`src/rtl/lm_sm_sequencer_pkg.sv`:
```
// Shared definitions for the LM/SM micro-op sequencer: opcodes, default widths, FSM states.
package lmsm_pkg;

  localparam int ADDR_W = 16;
  localparam int NREG   = 8;

  localparam logic [3:0] OPC_LM = 4'b0110;
  localparam logic [3:0] OPC_SM = 4'b0111;

  typedef enum logic [1:0] {
    IDLE  = 2'd0,
    ISSUE = 2'd1,
    DONE  = 2'd2
  } state_t;

endpackage

```
`src/rtl/lm_sm_sequencer_prio_enc.sv`:
```
// Combinational lowest-set-bit encoder used to pick the next register of an LM/SM mask.
module lsb_prio_enc8 (
  input  logic [7:0] mask,
  output logic [2:0] index,
  output logic       found
);

  // Scan from the top so the lowest set bit is the last (winning) assignment.
  always_comb begin
    index = 3'd0;
    found = 1'b0;
    for (int i = 7; i >= 0; i--) begin
      if (mask[i]) begin
        index = 3'(i);
        found = 1'b1;
      end
    end
  end

endmodule

```
`src/rtl/lm_sm_sequencer.sv`:
```
// LM/SM sequencer: stalls the front end and issues one memory micro-op per set mask bit.
// Optional macro LMSM_PERF_CNT_EN adds a saturating op_count output of completed transfers.
module lm_sm_sequencer
  import lmsm_pkg::*;
#(
  parameter int ADDR_W    = 16,
  parameter int NREG      = 8,
  parameter int ADDR_STEP = 1
) (
  input  logic              clock,
  input  logic              reset_n,
  input  logic              start,
  input  logic [3:0]        opcode,
  input  logic [NREG-1:0]   reg_mask,
  input  logic [ADDR_W-1:0] base_addr,
  input  logic              kill,
  input  logic              mem_ready,
  output logic              stall,
  output logic              busy,
  output logic              step_valid,
  output logic              step_store,
  output logic [2:0]        step_reg,
  output logic [ADDR_W-1:0] step_addr,
  output logic              done
`ifdef LMSM_PERF_CNT_EN
  ,
  output logic [15:0]       op_count
`endif
);

  state_t              state, state_nx;
  logic [NREG-1:0]     rem_mask;
  logic [NREG-1:0]     rem_mask_clr;
  logic [ADDR_W-1:0]   addr;
  logic                is_store;
  logic [2:0]          low_idx;
  logic                low_found;
  logic                is_lmsm;
  logic                accept;
  logic                is_issue;
  logic                xfer;

  lsb_prio_enc8 u_enc (
    .mask  (rem_mask),
    .index (low_idx),
    .found (low_found)
  );

  // reset_n gates accept so stall is also forced low while reset is held.
  assign is_lmsm      = (opcode == OPC_LM) || (opcode == OPC_SM);
  assign is_issue     = (state == ISSUE);
  assign accept       = reset_n && (state == IDLE) && start && is_lmsm && !kill;
  assign xfer         = is_issue && low_found && mem_ready;
  assign rem_mask_clr = rem_mask & ~(NREG'(1) << low_idx);

  always_comb begin
    state_nx   = state;
    stall      = accept || is_issue;
    busy       = (state != IDLE);
    step_valid = is_issue && low_found;
    step_store = is_issue && is_store;
    step_reg   = is_issue ? low_idx : 3'd0;
    step_addr  = is_issue ? addr : '0;
    done       = (state == DONE);
    case (state)
      IDLE: begin
        if (accept) state_nx = (reg_mask != '0) ? ISSUE : DONE;
      end
      ISSUE: begin
        if (xfer && (rem_mask_clr == '0)) state_nx = DONE;
      end
      DONE:    state_nx = IDLE;
      default: state_nx = IDLE;
    endcase
    if (kill) state_nx = IDLE;
  end

  always_ff @(posedge clock or negedge reset_n) begin
    if (!reset_n) begin
      state    <= IDLE;
      rem_mask <= '0;
      addr     <= '0;
      is_store <= 1'b0;
    end else begin
      state <= state_nx;
      if (kill) begin
        rem_mask <= '0;
      end else if (accept) begin
        rem_mask <= reg_mask;
        addr     <= base_addr;
        is_store <= (opcode == OPC_SM);
      end else if (xfer) begin
        rem_mask <= rem_mask_clr;
        addr     <= addr + ADDR_W'(ADDR_STEP);
      end
    end
  end

`ifdef LMSM_PERF_CNT_EN
  // Transfers that coincide with kill have completed and are counted.
  always_ff @(posedge clock or negedge reset_n) begin
    if (!reset_n) begin
      op_count <= 16'd0;
    end else if (xfer && (op_count != 16'hFFFF)) begin
      op_count <= op_count + 16'd1;
    end
  end
`endif

endmodule
```
`config.mk`:
```
export PLATFORM = sky130hd
export DESIGN_NAME = lm_sm_sequencer
export DESIGN_NICKNAME = d
export VERILOG_FILES = /design/src/rtl/lm_sm_sequencer_pkg.sv /design/src/rtl/lm_sm_sequencer_prio_enc.sv /design/src/rtl/lm_sm_sequencer.sv
export SDC_FILE = /design/constraint.sdc
export NUM_CORES = 1
export LEC_CHECK = 0
export ABC_AREA = 1
export CAP_MARGIN = 10
export CORE_UTILIZATION = 45
export CTS_CLUSTER_DIAMETER = 60
export DETAILED_ROUTE_END_ITERATION = 10
export DONT_BUFFER_PORTS = 1
export PLACE_DENSITY = 0.7
export SYNTH_ARGS = -nofsm -noshare
export SYNTH_HDL_FRONTEND = slang
export SYNTH_SLANG_ARGS = --single-unit
```
`constraint.sdc`:
```
create_clock -name clock -period 4.2 [get_ports clock]
set_input_delay 0.84 -clock clock [delete_from_list [all_inputs] [get_ports clock]]
set_output_delay 0.84 -clock clock [all_outputs]
set_load 0.1 [all_outputs]
```
# After elaboration in Yosys (flattened, before gate mapping)
# Index checks and enable logic that the tools add are counted.
# W data, S select, Z words.
# totals
inputBits,33
latch_bits,0
word_cells,63
ram_bits,0
output_inout_bits,24
ff_bits,27
mem_count,0
romBits,0
# classes
add_sub_neg,1
shift,1
order_cmp,0
n_mul,0
eq_ne,6
n_reduce_logical,20
div_mod_pow,0
bitwise_logic,3
mux,28
# op_table
cell,n
$mux W16,3
$mux W3,9
$mux W8,3
$add A16 B1 Y16 const B,1
$and A8 B8 Y8,1
$eq A4 B3 Y1 const B,2
$logic_and A1 B1 Y1,8
$logic_not A8 Y1,1
$mux W1,8
$mux W2,4
$not A8 Y8,1
$reduce_bool A8 Y1,1
$shl A1 B3 Y8 const A,1
$reduce_and A2 Y1,3
$pmux W2 S2,1
$reduce_bool A2 Y1,2
$ne A3 B2 Y1 const B,1
$ne A3 B3 Y1 const B,1
$reduce_bool A3 Y1,1
$eq A2 B1 Y1 const B,1
$eq A2 B2 Y1 const B,1
$logic_not A2 Y1,1
$logic_or A1 B1 Y1,2
$logic_not A1 Y1,1
$not A1 Y1,1

# Depth between registers and ports, before layout
# Gate-level depths: netlist (run 1).
# depth
word_depth,16
mapped_depth,13
mapped_depth_nobuf,13

# Modules after synthesis
# A second synthesis (run 1) with hierarchy kept.
# hier_totals
hier_cells,327
hier_area_um2,2054.5
# by_module_without_submodules
module,n_inst,seq_area_each_um2,area_each_um2,cells_per_inst
lm_sm_sequencer,1,675.6,1955.6,305
lsb_prio_enc8,1,0.0,98.8,22

# Worst setup path after synthesis (run 1)
# Ideal clock, no wire load.
# synth_timing
kind,reg2out
startpoint,register state[1]
endpoint,output step_reg[0]
required_time_ns,3.360
stages_incl_launch_ff,5
path_buffers,1
setup_slack_ns,0.324
t_arrival_ns,3.036
path_cell_list,dfrtp_1 > inv_2 > nand2_1 > clkbuf_1 > a211oi_1
# synth_between
elab_chain_cells,2
# synth_lines
item,line,rtl
"start, declared",lm_sm_sequencer.sv:31,"state_t state, state_nx;"
"start signal, assigned",lm_sm_sequencer.sv:85,state <= state_nx;
$eq A2 B1 Y1,lm_sm_sequencer.sv:51,assign is_issue = (state == ISSUE);
$mux W3,lm_sm_sequencer.sv:62,step_reg = is_issue ? low_idx : 3'd0;
"end, declared",lm_sm_sequencer.sv:22,"output logic [2:0] step_reg,"
# Every way passes these cells.

# Worst setup path in the final report (run 1)
# layout_timing
startpoint,register state[1]
endpoint,output stall
# layout_between
elab_chain_cells,6
word_cells_on_any_way,7
classes_between,1 x eq/ne; 6 x reduce/logical
# layout_lines
item,line,rtl
$logic_not A2 Y1,lm_sm_sequencer.sv:52,assign accept = reset_n && (state == IDLE) && start && is_lmsm && !kill;
$logic_and A1 B1 Y1 (4 in a row),lm_sm_sequencer.sv:52,
$logic_or A1 B1 Y1 (*),lm_sm_sequencer.sv:58,stall = accept || is_issue;
"end, declared",lm_sm_sequencer.sv:18,"output logic stall,"
# Mark *: on every way between the ends. The rest lies on a longest branch, timed or not.

==> results of run 1 <==
cells by family (layout without fill, tap and decap cells):
group                    after synthesis  in the layout  share of synthesized area, %
AND/OR/NAND/NOR                      153            153                          35.1
AO/OA/AOI/OAI                         58             58                          17.7
buffers and inverters                 50             70                          11.4
flip-flops                            27             27                          34.7
adder cells (fa/ha/maj)                1              1                         0.642
XOR/XNOR                               1              1                         0.450
cells in the final DEF, fill, tap and decap left out, types with 3 or more instances in the layout:
master    netlist  routed
a21oi_1        12      12
a32oi_1         4       4
buf_4           2      23
clkbuf_8        0       3
dfrtp_1        27      27
inv_1          37      37
inv_2           4       4
nand2_1        58      58
nand2_2         5       5
nand3_1        23      23
nand4_1         5       5
nor2_1         45      25
nor2_2          4      24
nor3_1          9       8
o211ai_1        4       4
o21ai_0        23      23
o22ai_1         8       8
cell type report:
type,instances,share of cell area [%]
repair buffers,24,8.76
clock buffers,4,2.00
flip-flops and latches,27,30.0
multi-input cells,213,49.5
inverters,42,6.99
well taps,50,2.77
critical path, cell delays in order (launching register included):
cell	delay [ps]
dfrtp_1	390
inv_2	100
nand2_2	350
nor2_2	210
nand2_2	140
inv_2	80
nand2_2	50
nand2_1	60
buf_4	280
power by group:
part	internal (mW)	total [mW]	switching [mW]
sequential	0.350	0.438	0.0881
clock	0.0683	0.156	0.0877
combinational	0.304	1.38	1.08
total	0.722	1.98	1.25
flip-flops by register name (all words and copies together) (netlist names):
| name | cells |
|---|---|
| is_store | 1 |
| state | 2 |
| addr | 16 |
| rem_mask | 8 |
final timing paths:
path,startpoint,to,cells after the start
min in group clock,state[1]$_DFFE_PN0P_,state[1]$_DFFE_PN0P_,3
worst max register to register,state[1]$_DFFE_PN0P_,rem_mask[1]$_DFFE_PN0P_,11
max in group asynchronous,reset_n,rem_mask[0]$_DFFE_PN0P_,0
worst min register to register,state[1]$_DFFE_PN0P_,state[1]$_DFFE_PN0P_,3
worst max-delay path,state[1]$_DFFE_PN0P_,stall,8
worst min-delay path,reset_n,addr[1]$_DFFE_PN0P_,0
layer usage:
layer	GRT usage, %	part of all wire [%]
met5	0	0
met2	38.1	46
met4	7.03	1.2
met3	3.38	6.6
met1	36.5	46
stage by stage:
step | power (mW) | utilization (%)
after floorplan | 1.52 | -
after global placement | 1.81 | 54.1
after detailed placement | 1.83 | 54.1
after CTS | 1.98 | 55.2
after global routing | 2.10 | 55.2
final | 1.98 | 55.2
==> PnR_summary.wiki, run 1 <==
{| class="wikitable"
! Metric !! Value
|-
| Post-synthesis average cell area || 6.72 sq um
|-
| Leakage || 1.07 nW
|-
| Final wirelength || 5290 microns
|-
| Unrepaired setup endpoints after global routing || no
|-
| Setup slack after layout || 1420 ps
|-
| Worst-path maximum fanout || 6
|-
| Setup Viol. Count Final || 0
|-
| CTS Root Buffer Type || clkbuf_8
|-
| Total vias in the final route || 2003
|-
| Residual antenna-violating net count after detailed routing || 0
|-
| Max-cap violations || 0
|-
| TritonCTS clock tree || yes
|-
| Post-Route Skew || 6.15 ps
|-
| Maximum clock path buffer count || 2
|-
| Wire length of the first global-routing pass || 8520 microns
|-
| Post-route standard cell area excluding fillers || 0.00226 sq mm
|-
| Total number of yosys warnings || 0
|-
| Total of flip-flops plus latches after synthesis || 27
|-
| Dominant cells by area after synthesis || dfrtp_1, nand2_1, nor2_1
|-
| Syn Std Cell Area || 0.00195 sq mm
|-
| Overall fraction of global-route tracks in use || 25.0%
|-
| Final period util || 66.2%
|-
| Residual overflow from global routing || 0
|-
| Net total in the final layout || 345
|-
| Critical path type || reg2out
|-
| Final Hold Violating Endpoints || 0
|-
| Peak ir drop on the vdd network || 0.461 mV
|-
| Number of iterations in the first detailed-routing pass || 4
|-
| Critical Path AT || 1940 ps
|-
| Crit path time final || 2780 ps
|-
| Clk_lat worst skew || 280 ps
|-
| Slew @ Worst Pin || 1060 ps
|-
| Element type at the critical path end || output pin
|-
| Final Non-Filler Cells || 360
|-
| Final max-slew violation count || 0
|-
| Weighted congestion at the end of routability-driven global placement || 0.870
|-
| Antenna fix cells || 0
|-
| Antenna violations before repair || 0
|-
| Setup slack at placement || 1720 ps
|-
| Proportion of layout cells with a drive suffix above 1 || 21.6%
|-
| Initial core utilization || 47.7%
|-
| Multi-input gate area in the final layout || 0.00112 sq mm
|-
| CP startpoint kind || flip-flop
|-
| Cell Count Post-Placement || 356
|-
| Area post-placement || 0.00221 sq mm
|-
| Number of enable-type register cells in the synthesized netlist || 0
|-
| Vias in the first global route || 1770
|-
| Post-cts hold buffer count || 0
|-
| TritonCTS Sinks || 27
|-
| Highest clock rate || 0.360 GHz
|-
| Library cell occupying the most area in the post-synthesis netlist || dfrtp_1
|-
| Proportion of netlist area held by the largest area contributor || 34.7%
|-
| Most instantiated flip-flop cell in the synthesis netlist || dfrtp_1
|-
| Final total negative setup slack || 0 ps
|-
| Die Footprint || 0.00460 sq mm
|-
| Share of the yosys chip area belonging to registers || 34.7%
|-
| Run status || finished, final reports clean
|-
| Floorplan core area || 0.00409 sq mm
|-
| H-tree Lvls || 1
|-
| Ys async rst share || 100%
|-
| Die Ht || 67.8 microns
|-
| DRC violation count after routing || 0
|-
| Average detailed-routed wire length per instance || 14.7 microns
|-
| Worst slew margin || 29.3%
|-
| Largest net degree at the start of global routing || 31
|-
| Layout-stage area growth over the synthesis result || 15.8%
|-
| Fillers || 419
|-
| Initial DRC count || 129
|-
| Worst reg-to-reg setup slack || 1890 ps
|-
| Clock buffers created by TritonCTS || 3
|-
| # Post-CTS Setup Buffers || 0
|-
| Total area of sequential cells || 676 sq um
|-
| WP data required || 3360 ps
|-
| Detailed-route vias per instance || 5.56
|-
| Clock slew seen by the registers of the worst setup and hold paths || 100 ps
|-
| Std cell rows || 23
|-
| Synth unique cells || 32
|-
| Power density over cell area || 876 mW/mm^2
|-
| Resized Gates After CTS || 0
|-
| Synthesized netlist net count || 324
|-
| Top-count cell post-synth || nand2_1
|-
| Top cells by instance count after synthesis || nand2_1, nor2_1, inv_1
|-
| Input/output buffers || 0
|-
| Post-Synthesis Cells || 290
|-
| Die width || 67.8 microns
|-
| Hold Path Class || in2async
|-
| Detailed-placement wirelength estimate || 3930 microns
|-
| Number of ports placed on the die boundary || 57
|-
| Worst hold margin || 239 ps
|}
(Power assumes the default switching activity.)
==> run 2, diff against run 1 <==
--- a/config.mk
+++ b/config.mk
@@ -11,7 +11,7 @@
 export CTS_CLUSTER_DIAMETER = 60
 export DETAILED_ROUTE_END_ITERATION = 10
 export DONT_BUFFER_PORTS = 1
-export PLACE_DENSITY = 0.7
+export PLACE_DENSITY = 0.72
 export SYNTH_ARGS = -nofsm -noshare
 export SYNTH_HDL_FRONTEND = slang
 export SYNTH_SLANG_ARGS = --single-unit
==> constraint.sdc (replaced) <==
create_clock -name clock -period 2.4 [get_ports clock]
set_input_delay 0.48 -clock clock [delete_from_list [all_inputs] [get_ports clock]]
set_output_delay 0.48 -clock clock [all_outputs]
set_load 0.1 [all_outputs]
==> run 2 against run 1 <==
Via count rose by 2.0%; critical endpoint unchanged; highest routed layer unchanged; largest power group unchanged; sequential power grew 74%; register-to-register slack got worse by 1500 ps; largest cell class unchanged.
==> PnR_summary.wiki, run 2 (synthesized netlist as in run 1, its figures left out) <==
{| class="wikitable"
! Metric !! Value
|-
| Run status || finished, final reports clean
|-
| Crit path time final || 2140 ps
|-
| Average detailed-routed wire length per instance || 14.2 microns
|-
| Overall fraction of global-route tracks in use || 25.5%
|-
| Power density over cell area || 1530 mW/mm^2
|-
| Largest register by flop count || addr
|-
| Final Hold Violating Endpoints || 0
|-
| Vias in the first global route || 1935
|-
| TritonCTS Sinks || 27
|-
| Initial DRC count || 160
|-
| Final period util || 89.3%
|-
| Total power consumption of the routed design || 3.91 mW
|-
| Std cell rows || 23
|-
| Worst-path maximum fanout || 20
|-
| CTS Root Buffer Type || clkbuf_8
|-
| TritonCTS clock tree || yes
|-
| Worst reg2reg path endpoint || addr[12]$_DFFE_PN0P_
|-
| Initial core utilization || 47.7%
|-
| Element type at the critical path end || output pin
|-
| Final max-slew violation count || 0
|-
| Final Non-Filler Cells || 365
|-
| Commonest cells after routing, fill and taps aside || nand2_1, inv_1, dfrtp_1
|-
| Number of ports placed on the die boundary || 57
|-
| Die Footprint || 0.00460 sq mm
|-
| Reg-to-reg startpoint || addr[0]$_DFFE_PN0P_
|-
| Number of iterations in the first detailed-routing pass || 5
|-
| Layout-stage area growth over the synthesis result || 31.4%
|-
| Post-Route Skew || 5.16 ps
|-
| Detailed-route vias per instance || 5.60
|-
| Final core utilization || 62.6%
|-
| CP startpoint kind || flip-flop
|-
| Residual overflow from global routing || 0
|-
| Flip-flop count of the largest register, all copies and words added || 16
|-
| Max-cap violations || 0
|-
| Wire length of the first global-routing pass || 8850 microns
|-
| H-tree Lvls || 1
|-
| Proportion of layout cells with a drive suffix above 1 || 23.2%
|-
| Hold Path Class || in2async
|-
| Antenna violations before repair || 0
|-
| Clock buffers created by TritonCTS || 3
|-
| # Post-CTS Setup Buffers || 0
|-
| Clock slew seen by the registers of the worst setup and hold paths || 100 ps
|-
| Cell Count Post-Placement || 360
|-
| Largest net degree at the start of global routing || 29
|-
| Die width || 67.8 microns
|-
| Clk_lat worst skew || 270 ps
|-
| Unrepaired setup endpoints after global routing || no
|-
| Maximum clock path buffer count || 2
|-
| Critical path type || reg2out
|-
| WP data required || 1920 ps
|-
| Peak ir drop on the vdd network || 0.873 mV
|-
| Setup slack at placement || 457 ps
|-
| Detailed-placement wirelength estimate || 4020 microns
|-
| Slew @ Worst Pin || 423 ps
|-
| DRC violation count after routing || 0
|-
| Die Ht || 67.8 microns
|-
| Floorplan core area || 0.00409 sq mm
|-
| Total vias in the final route || 2043
|-
| Input/output buffers || 0
|-
| Final wirelength || 5200 microns
|-
| Residual antenna-violating net count after detailed routing || 0
|-
| Setup slack after layout || 256 ps
|-
| Worst reg-to-reg setup slack || 390 ps
|-
| Highest clock rate || 0.466 GHz
|-
| Worst slew margin || 71.6%
|-
| Leakage || 1.17 nW
|-
| Most common library cell in the layout ignoring fill and taps || nand2_1
|-
| Setup Viol. Count Final || 0
|-
| Weighted congestion at the end of routability-driven global placement || 0.928
|-
| Largest registers in the final layout || addr: 16 flops, rem_mask: 8 flops, state: 2 flops
|-
| Critical Path AT || 1660 ps
|-
| Net total in the final layout || 350
|-
| Final total negative setup slack || 0 ps
|-
| Antenna fix cells || 0
|-
| R2R cell count || 10
|}
## run 2: cell types whose count changed in the layout (fill, tap and decap cells not counted), sizes merged
cell and delta:
buf +6, clkbuf -1
## run 2: critical path: stages (launching register included)
cell,delay [ps]
dfrtp_1,380
inv_2,90
nand2_2,70
nor2_2,90
nand2_2,100
inv_2,70
nand2_2,230
nand2_2,170
buf_12,180
## run 2: per-stage QoR
stage | instance area [sq um] | hold slack, ps
final | 2560 | 8.07
after global routing | 2560 | 17.9
after CTS | 2560 | 20.8
after detailed placement | 2490 | 185
after global placement | 2490 | 185
after floorplan | 1970 | 184
## run 2: where the power goes
part,internal (mW),switching (mW)
clock network,0.119,0.146
logic,0.891,1.99
registers,0.612,0.149
total,1.62,2.29
## run 2: layout make-up
type,instances,area [sq um]
fillers,342,1530
multi-input cells,213,1130
flip-flops and latches,27,676
repair buffers,29,493
inverters,42,158
well taps,50,62.6
clock buffers,4,45.0
## run 2: metal layers
metal	share of wire [%]	vias up	track usage, %
met2	47	87	40.1
met4	1.4	0	7.81
met3	7.5	6	4.05
met5	0	-	0
met1	44	945	35.8
li1	-	1005	-
## run 2: how the worst max path moves through the flow
stage | start | endpoint | slack [ps] | depth (start not counted)
final | state[1]$_DFFE_PN0P_ | stall | 260 | 8
after global routing | state[1]$_DFFE_PN0P_ | stall | 90 | 8
after CTS | state[0]$_DFFE_PN0P_ | stall | 280 | 8
after detailed placement | addr[0]$_DFFE_PN0P_ | addr[12]$_DFFE_PN0P_ | 460 | 10
after global placement | addr[0]$_DFFE_PN0P_ | addr[12]$_DFFE_PN0P_ | 540 | 10
after floorplan | state[1]$_DFFE_PN0P_ | step_addr[0] | -200 | 4
## run 2: timing repair
action                    CTS  global route
hold endpoints to repair   27             0
resized for setup           0             0
hold buffers                1             0
